`config.mk`:
```
export PLATFORM = sky130hd
export DESIGN_NAME = store_arbiter
export DESIGN_NICKNAME = d
export VERILOG_FILES = /design/src/rtl/store_arbiter.sv
export SDC_FILE = /design/constraint.sdc
export NUM_CORES = 1
export LEC_CHECK = 0
export ABC_AREA = 1
export CAP_MARGIN = 0
export CORE_MARGIN = 2
export CORE_UTILIZATION = 45
export CTS_CLUSTER_SIZE = 24
export DETAILED_ROUTE_END_ITERATION = 16
export DONT_BUFFER_PORTS = 1
export PLACE_DENSITY = 0.58
export REMOVE_ABC_BUFFERS = 1
export SLEW_MARGIN = 20
export SYNTH_ARGS = -nofsm -noshare
export SYNTH_HDL_FRONTEND = slang
export SYNTH_SLANG_ARGS = --single-unit
```
`constraint.sdc`:
```
create_clock -name clk -period 1.95 [get_ports clk]
set_input_delay 0.585 -clock clk [delete_from_list [all_inputs] [get_ports clk]]
set_output_delay 0.585 -clock clk [all_outputs]
set_load 0.01 [all_outputs]
```
`src/rtl/store_arbiter.sv`:
```
// store_arbiter: grants one of NREQ requesters per write, drives the captured
// data word and a one-cycle store strobe into a downstream store register,
// then returns a one-cycle ack to the winner. At most one write every 3 cycles.
//
// Compile-time option:
//   STORE_ARB_ROUND_ROBIN_EN  defined   -> round-robin search starting at rr_ptr
//                             undefined -> fixed priority, req[0] highest
//
// The arbitration search uses a 2-bit index, so NREQ is expected to be 4.
module store_arbiter #(
  parameter int DATA_W = 8,
  parameter int NREQ   = 4
) (
  input  logic                   clk,
  input  logic                   reset,
  input  logic [NREQ-1:0]        req,
  input  logic [NREQ*DATA_W-1:0] data_in,
  output logic [NREQ-1:0]        ack,
  output logic [DATA_W-1:0]      mem_data,
  output logic                   mem_store,
  output logic                   busy,
  output logic [1:0]             last_grant
);

  typedef enum logic [1:0] {
    S_IDLE  = 2'd0,
    S_WRITE = 2'd1,
    S_ACK   = 2'd2
  } state_t;

  state_t              r_state;
  logic [1:0]          r_winner;
  logic [NREQ-1:0]     r_ack;
  logic [DATA_W-1:0]   r_mem_data;
  logic                r_mem_store;
  logic                r_busy;
  logic [1:0]          r_last_grant;
`ifdef STORE_ARB_ROUND_ROBIN_EN
  logic [1:0]          r_rr_ptr;
`endif

  logic                w_any;
  logic [1:0]          w_win;
  logic [1:0]          w_idx;
  logic [DATA_W-1:0]   w_slice [NREQ];

  // Unpack the flat data bus into one word per requester
  for (genvar gi = 0; gi < NREQ; gi++) begin : g_slice
    assign w_slice[gi] = data_in[gi*DATA_W +: DATA_W];
  end

  // Winner search: first requester found walking upward from the start index
  always_comb begin
    w_any = 1'b0;
    w_win = 2'd0;
    w_idx = 2'd0;
    for (int k = 0; k < NREQ; k++) begin
`ifdef STORE_ARB_ROUND_ROBIN_EN
      // 2-bit add wraps naturally, giving the modulo-4 walk from the pointer
      w_idx = r_rr_ptr + 2'(k);
`else
      w_idx = 2'(k);
`endif
      if (!w_any && req[w_idx]) begin
        w_any = 1'b1;
        w_win = w_idx;
      end
    end
  end

  // Write-sequencing FSM; every output is registered here
  always_ff @(posedge clk or posedge reset) begin
    if (reset) begin
      r_state      <= S_IDLE;
      r_winner     <= 2'd0;
      r_ack        <= '0;
      r_mem_data   <= '0;
      r_mem_store  <= 1'b0;
      r_busy       <= 1'b0;
      r_last_grant <= 2'd0;
`ifdef STORE_ARB_ROUND_ROBIN_EN
      r_rr_ptr     <= 2'd0;
`endif
    end else begin
      case (r_state)
        S_IDLE: begin
          // Data is captured at the grant edge only, so later data_in
          // movement cannot disturb the word being stored.
          if (w_any) begin
            r_winner     <= w_win;
            r_last_grant <= w_win;
            r_mem_data   <= w_slice[w_win];
            r_mem_store  <= 1'b1;
            r_busy       <= 1'b1;
            r_state      <= S_WRITE;
`ifdef STORE_ARB_ROUND_ROBIN_EN
            r_rr_ptr     <= w_win + 2'd1;
`endif
          end
        end
        S_WRITE: begin
          r_mem_store <= 1'b0;
          r_ack       <= NREQ'(1) << r_winner;
          r_state     <= S_ACK;
        end
        S_ACK: begin
          r_ack   <= '0;
          r_busy  <= 1'b0;
          r_state <= S_IDLE;
        end
        default: begin
          r_ack       <= '0;
          r_mem_store <= 1'b0;
          r_busy      <= 1'b0;
          r_state     <= S_IDLE;
        end
      endcase
    end
  end

  assign ack        = r_ack;
  assign mem_data   = r_mem_data;
  assign mem_store  = r_mem_store;
  assign busy       = r_busy;
  assign last_grant = r_last_grant;

endmodule

```
==> run summary, run 1 <==
sequential power share - 55.1%
distinct cell type count after synthesis - 16
TritonCTS buffer count - 3
Reg2Reg Depth - 5
# H-tree levels - 1
post-synthesis instance total - 170
initial antenna violation count - 0
max_slew headroom - 54.6%
Reg clk slew, reported paths - 0.10 ns
Comb pwr share - 31.4%
setup TNS - 0 ns
Critical Path AT - 0.77 ns
most frequent cells in the layout - nand2_1 (58), inv_1 (40), nand3_1 (32)
n_diodes - 0
most common cell after layout, fill and taps aside - nand2_1
shortest period the worst path allows - 1.36 ns
dpl hpwl - 1710 µm
Initial Util - 46.4%
Leak - 0.000719 µW
Detail Route Antenna Nets - 0
vertical die dimension - 53.9 µm
Die X - 53.9 µm
sequential share of the synthesized area - 40.3%
Total GRT Usage - 18.8%
Root Driver - clkbuf_4
# IOs - 54
total congestion overflow - 0
WL final - 2330 µm
worst hold path class - input port to async pin
Post-Syn Area - 0.00112 mm²
Worst EP required - 1.36 ns
Yosys reg bits - 18
TritonCTS clock tree - built
Core ar. - 0.00241 mm²
Net Sw Frac - 43.4%
Std-Cell Rows - 18
Hold Vio Cnt, Final - 0
via density per instance - 4.94
Final setup viols - 0
first-pass GRT wire length - 4000 µm
Detailed Routing Iterations Pass 1 - 2
Clock Latency Late Sink - 0.29 ns
post-CTS setup buffer count - 0
worst-margin pin slew - 0.680 ns
Max-Cap Viols - 0
CTS Hold Bufs - 0
Post-CTS Resized - 0
Yosys warnings - 0
critical path peak fanout - 5
Clock power frac - 13.6%
RePlAce Congestion - 0.696
Worst Setup Start Kind - flop
Max Clk Rate - 736 MHz
Slew Limit Fails - 0
worst clock skew - 0.00652 ns
P_sw - 584 µW
CP startpoint - last_grant[0]
Avg Cell Area, Syn - 6.58 µm²
clock tree buffer depth - 2
Critical R2R Launch - r_state[1]
RSZ-0062 raised after global routing - false
Post-Layout Cell Count - 200
Crit. End Element - primary output
wire per inst - 11.6 µm
Pwr per Cell Area - 1160 mW/mm²
placed insts - 197
fin crit share - 69.7%
area grow syn2layout - 3.47%
DRC Markers - 0
status - finished clean
register area - 450 µm²
maximum vdd drop - 0.535 mV
via count - 987
multi-input logic area - 478 µm²
kind of critical path - flop to primary output
nets - 210
Initial DRC Count - 8
vias in the first global route - 983
internal power - 762 µW
largest net degree at the start of global routing - 19
# port buffers - 0
fillers - 261
layout cell share with drive strength beyond 1 - 5.88%
instance count on the critical path - 0
die area - 0.00290 mm²
Clock Sinks - 18
## state kept, by name (all words and copies together) (netlist names)
signal,flops
mem_data,8
ack,4
last_grant,2
r_state,2
busy,1
mem_store,1
## power by group through the flow
stage	Sequential [µW]	Combinational, µW	Clock, µW
6_report	741	422	182
2_1_floorplan	715	330	0
3_3_place_gp	750	423	0
5_1_grt	769	511	205
3_5_place_dp	753	432	0
4_1_cts	746	434	185
## stage by stage
stage / instance area [µm²] / setup slack [ns] / util (%) / total power (µW) / hold slack, ns
floorplan: 1090 / 0.396 / - / 1040 / 0.450
global placement: 1130 / 0.384 / 47.1 / 1170 / 0.463
detailed placement: 1130 / 0.383 / 47.1 / 1180 / 0.483
CTS: 1160 / 0.591 / 48.0 / 1370 / 0.296
global route: 1160 / 0.535 / 48.0 / 1490 / 0.337
finish: 1160 / 0.591 / 48.0 / 1350 / 0.270
## layout make-up
type	count	share of cell area, %
clock buffers	3	1.95
inverters	43	13.9
multi-input cells	105	41.3
flip-flops and latches	18	38.9
well taps	30	3.24
repair buffers	1	0.649
## routing by layer
metal	up-vias	global-route usage [%]	routed length, µm
met5	-	0	0
met4	0	6.41	18
met3	2	3.61	109
met2	28	34.6	1150
met1	442	21.4	1050
li1	515	-	-
## cells by family after synthesis
family	after synthesis	share of synthesized area, %
simple gates	97	37.9
buf+inv	47	17.0
compound gates	8	4.81
flops	18	40.3
## synth_stat cells
cell / count / area, µm²
nand2_4: 2 / 22.5
o31ai_1: 4 / 30.0
inv_1: 40 / 150
buf_2: 2 / 10.0
buf_4: 1 / 7.51
nand2_2: 1 / 6.26
nand3_1: 32 / 160
dfrtp_1: 18 / 450
clkinv_1: 1 / 3.75
nand2_1: 58 / 218
o21ai_0: 3 / 15.0
buf_6: 1 / 11.3
inv_2: 2 / 7.51
nor2_1: 3 / 11.3
o21ai_2: 1 / 8.76
or2_0: 1 / 6.26
## path summary, 6_finish.rpt
check	to	slack (ns)
max	last_grant[0]	0.59
min	mem_data[3]	0.27
max reg2reg	last_grant[1]	0.68
min reg2reg	busy	0.49
max in group asynchronous	mem_data[6]	1.24
min in group clk	busy	0.49
Note: power is estimated with default switching activity, not from simulation.
==> run 2, diff against run 1 <==
--- a/config.mk
+++ b/config.mk
@@ -12,7 +12,7 @@
 export CTS_CLUSTER_SIZE = 24
 export DETAILED_ROUTE_END_ITERATION = 16
 export DONT_BUFFER_PORTS = 1
-export PLACE_DENSITY = 0.58
+export PLACE_DENSITY = 0.6
 export REMOVE_ABC_BUFFERS = 1
 export SLEW_MARGIN = 20
 export SYNTH_ARGS = -nofsm -noshare
==> constraint.sdc (replaced) <==
create_clock -name clk -period 1.1 [get_ports clk]
set_input_delay 0.33 -clock clk [delete_from_list [all_inputs] [get_ports clk]]
set_output_delay 0.33 -clock clk [all_outputs]
set_load 0.01 [all_outputs]
==> run summary, run 2 (synthesis results as in run 1) <==
Detail Route Antenna Nets - 0 (unchanged)
WL final - 2390 µm (was 2330 µm)
critical path peak fanout - 5 (unchanged)
Std-Cell Rows - 18 (unchanged)
vertical die dimension - 53.9 µm (unchanged)
design area - 0.00132 mm² (was 0.00116 mm²)
dpl hpwl - 1850 µm (was 1710 µm)
Max Clk Rate - 929 MHz
DRC Markers - 0 (unchanged)
Total GRT Usage - 18.2% (was 18.8%)
placed insts - 204 (was 197)
initial antenna violation count - 0 (unchanged)
Post-Layout Cell Count - 211 (was 200)
hold path cells - 6
max reg flops - 8 (unchanged)
Final setup viols - 0 (unchanged)
layout cell share with drive strength beyond 1 - 15.5% (was 5.88%)
Initial DRC Count - 21 (was 8)
setup TNS - 0 ns (unchanged)
worst hold path class - input port to flop (was input port to async pin)
TritonCTS buffer count - 3 (unchanged)
Comb pwr share - 37.1% (was 31.4%)
met1 Usage GRT - 22.3% (was 21.4%)
Critical Path AT - 0.75 ns (was 0.77 ns)
wire per inst - 11.3 µm (was 11.6 µm)
sequential power share - 48.7% (was 55.1%)
Root Driver - clkbuf_4 (unchanged)
internal power - 1610 µW (was 762 µW)
via count - 1002 (was 987)
Detailed Routing Iterations Pass 1 - 5 (was 2)
Max-Cap Viols - 0 (unchanged)
max_slew headroom - 81.1% (was 54.6%)
worst clock skew - 0.00698 ns (was 0.00652 ns)
Overall Power - 2760 µW (was 1350 µW)
area grow syn2layout - 18.1% (was 3.47%)
fin crit share - 97.8%
Pwr per Cell Area - 2090 mW/mm² (was 1160 mW/mm²)
Initial Util - 46.4% (unchanged)
vias in the first global route - 879 (was 983)
n_diodes - 0 (unchanged)
total congestion overflow - 0 (unchanged)
RSZ-0062 raised after global routing - true (was false)
Core ar. - 0.00241 mm² (unchanged)
Reg clk slew, reported paths - 0.10 ns (about the same)
Clock Sinks - 18 (unchanged)
Crit. End Element - primary output (unchanged)
status - finished clean (unchanged)
most common cell after layout, fill and taps aside - nand2_1 (unchanged)
GR Layer Usage met2 - 31.5% (was 34.6%)
Net Sw Frac - 41.5% (was 43.4%)
RePlAce Congestion - 0.821 (was 0.696)
Slew Limit Fails - 0 (unchanged)
clock tree buffer depth - 2 (unchanged)
Hold Vio Cnt, Final - 0 (unchanged)
via density per instance - 4.75 (was 4.94)
Util after Layout - 54.8% (was 48.0%)
Worst EP required - 0.77 ns (was 1.36 ns)
# IOs - 54 (unchanged)
most frequent cells in the layout - nand2_1 (57), inv_1 (40), nand3_1 (32) (was nand2_1 (58), inv_1 (40), nand3_1 (32))
Worst Setup Start Kind - flop (unchanged)
P_sw - 1150 µW (was 584 µW)
global routing's busiest layer - met2 (unchanged)
first-pass GRT wire length - 3800 µm (was 4000 µm)
# H-tree levels - 1 (unchanged)
Clock Latency Late Sink - 0.29 ns (about the same)
Die X - 53.9 µm (unchanged)
shortest period the worst path allows - 1.08 ns
GRT met3 Usage - 2.50% (was 3.61%)
largest net degree at the start of global routing - 19 (unchanged)
maximum vdd drop - 1.09 mV (was 0.535 mV)
die area - 0.00290 mm² (unchanged)
Reg2Reg Depth - 2 (was 5)
TritonCTS clock tree - built (unchanged)
# port buffers - 0 (unchanged)
instance count on the critical path - 0 (unchanged)
kind of critical path - flop to primary output (unchanged)
worst-margin pin slew - 0.283 ns (was 0.680 ns)
Leak - 0.000789 µW (was 0.000719 µW)
nets - 220 (was 210)
Clock power frac - 14.2% (was 13.6%)
DP Area - 0.00122 mm² (was 0.00113 mm²)
==> run 2: cell types whose count changed in the layout (fill, tap and decap cells not counted), moves of 2 or more <==
cell / previous run / this run
o31ai_1: 4 / 2
buf_12: 0 / 3
dfrtp_2: 0 / 2
o31ai_2: 0 / 2
dfrtp_1: 18 / 16
buf_4: 1 / 5
==> run 2: path summary, 6_finish.rpt <==
check,from,end,slack [ns]
setup / recovery,last_grant[1],last_grant[1],0.02
hold / removal,data_in[20],mem_data[4],0.34
setup reg to reg,r_state[1],ack[1],0.03
hold reg to reg,ack[0],ack[0],0.55
max in group asynchronous,reset,last_grant[0],0.41
min in group asynchronous,reset,mem_store,0.48
==> run 2: per-stage QoR <==
stage          worst slack, ns  hold WS [ns]
5_1_grt                -0.0195         0.375
6_report                0.0237         0.338
4_1_cts                0.00197         0.335
2_1_floorplan           -0.199         0.269
3_5_place_dp            -0.124         0.248
3_3_place_gp           -0.0428         0.246
==> run 2: tightest hold or removal path, cell delays in order <==
cell and delay [ns]:
inv_1 0.03, nand2_1 0.04, nand3_1 0.05, nand2_1 0.05
nand2_1 0.05, nand2_1 0.04
==> run 2: timing repair <==
item | CTS | global route
pin swaps | 0 | 2
setup buffers | 0 | 1
endpoints found under the hold margin | 18 | 0
resized for setup | 3 | 10
cloned | 0 | 1
setup endpoints to repair | 10 | 15
hold buffers | 1 | 0
==> run 2: final cells by class <==
| cell class | instances | area [µm²] |
|---|---|---|
| well taps | 30 | 37.5 |
| multi-input cells | 105 | 505 |
| flip-flops and latches | 18 | 453 |
| repair buffers | 10 | 119 |
| repair inverters | 1 | 5.00 |
| clock buffers | 4 | 36.3 |
| fillers | 245 | 1090 |
| inverters | 43 | 165 |
==> run 2: per-layer routing <==
metal	up-vias	part of all wire [%]
met5	-	0
met2	40	48
met4	0	0.79
met3	2	5.6
li1	533	-
met1	427	45
==> run 2: power by group through the flow <==
stage / combinational (µW) / sequential (µW) / clock (µW)
floorplan: 584 / 1270 / 0
global placement: 825 / 1330 / 0
detailed placement: 859 / 1340 / 0
CTS: 874 / 1340 / 406
global route: 1170 / 1390 / 439
finish: 1020 / 1340 / 392
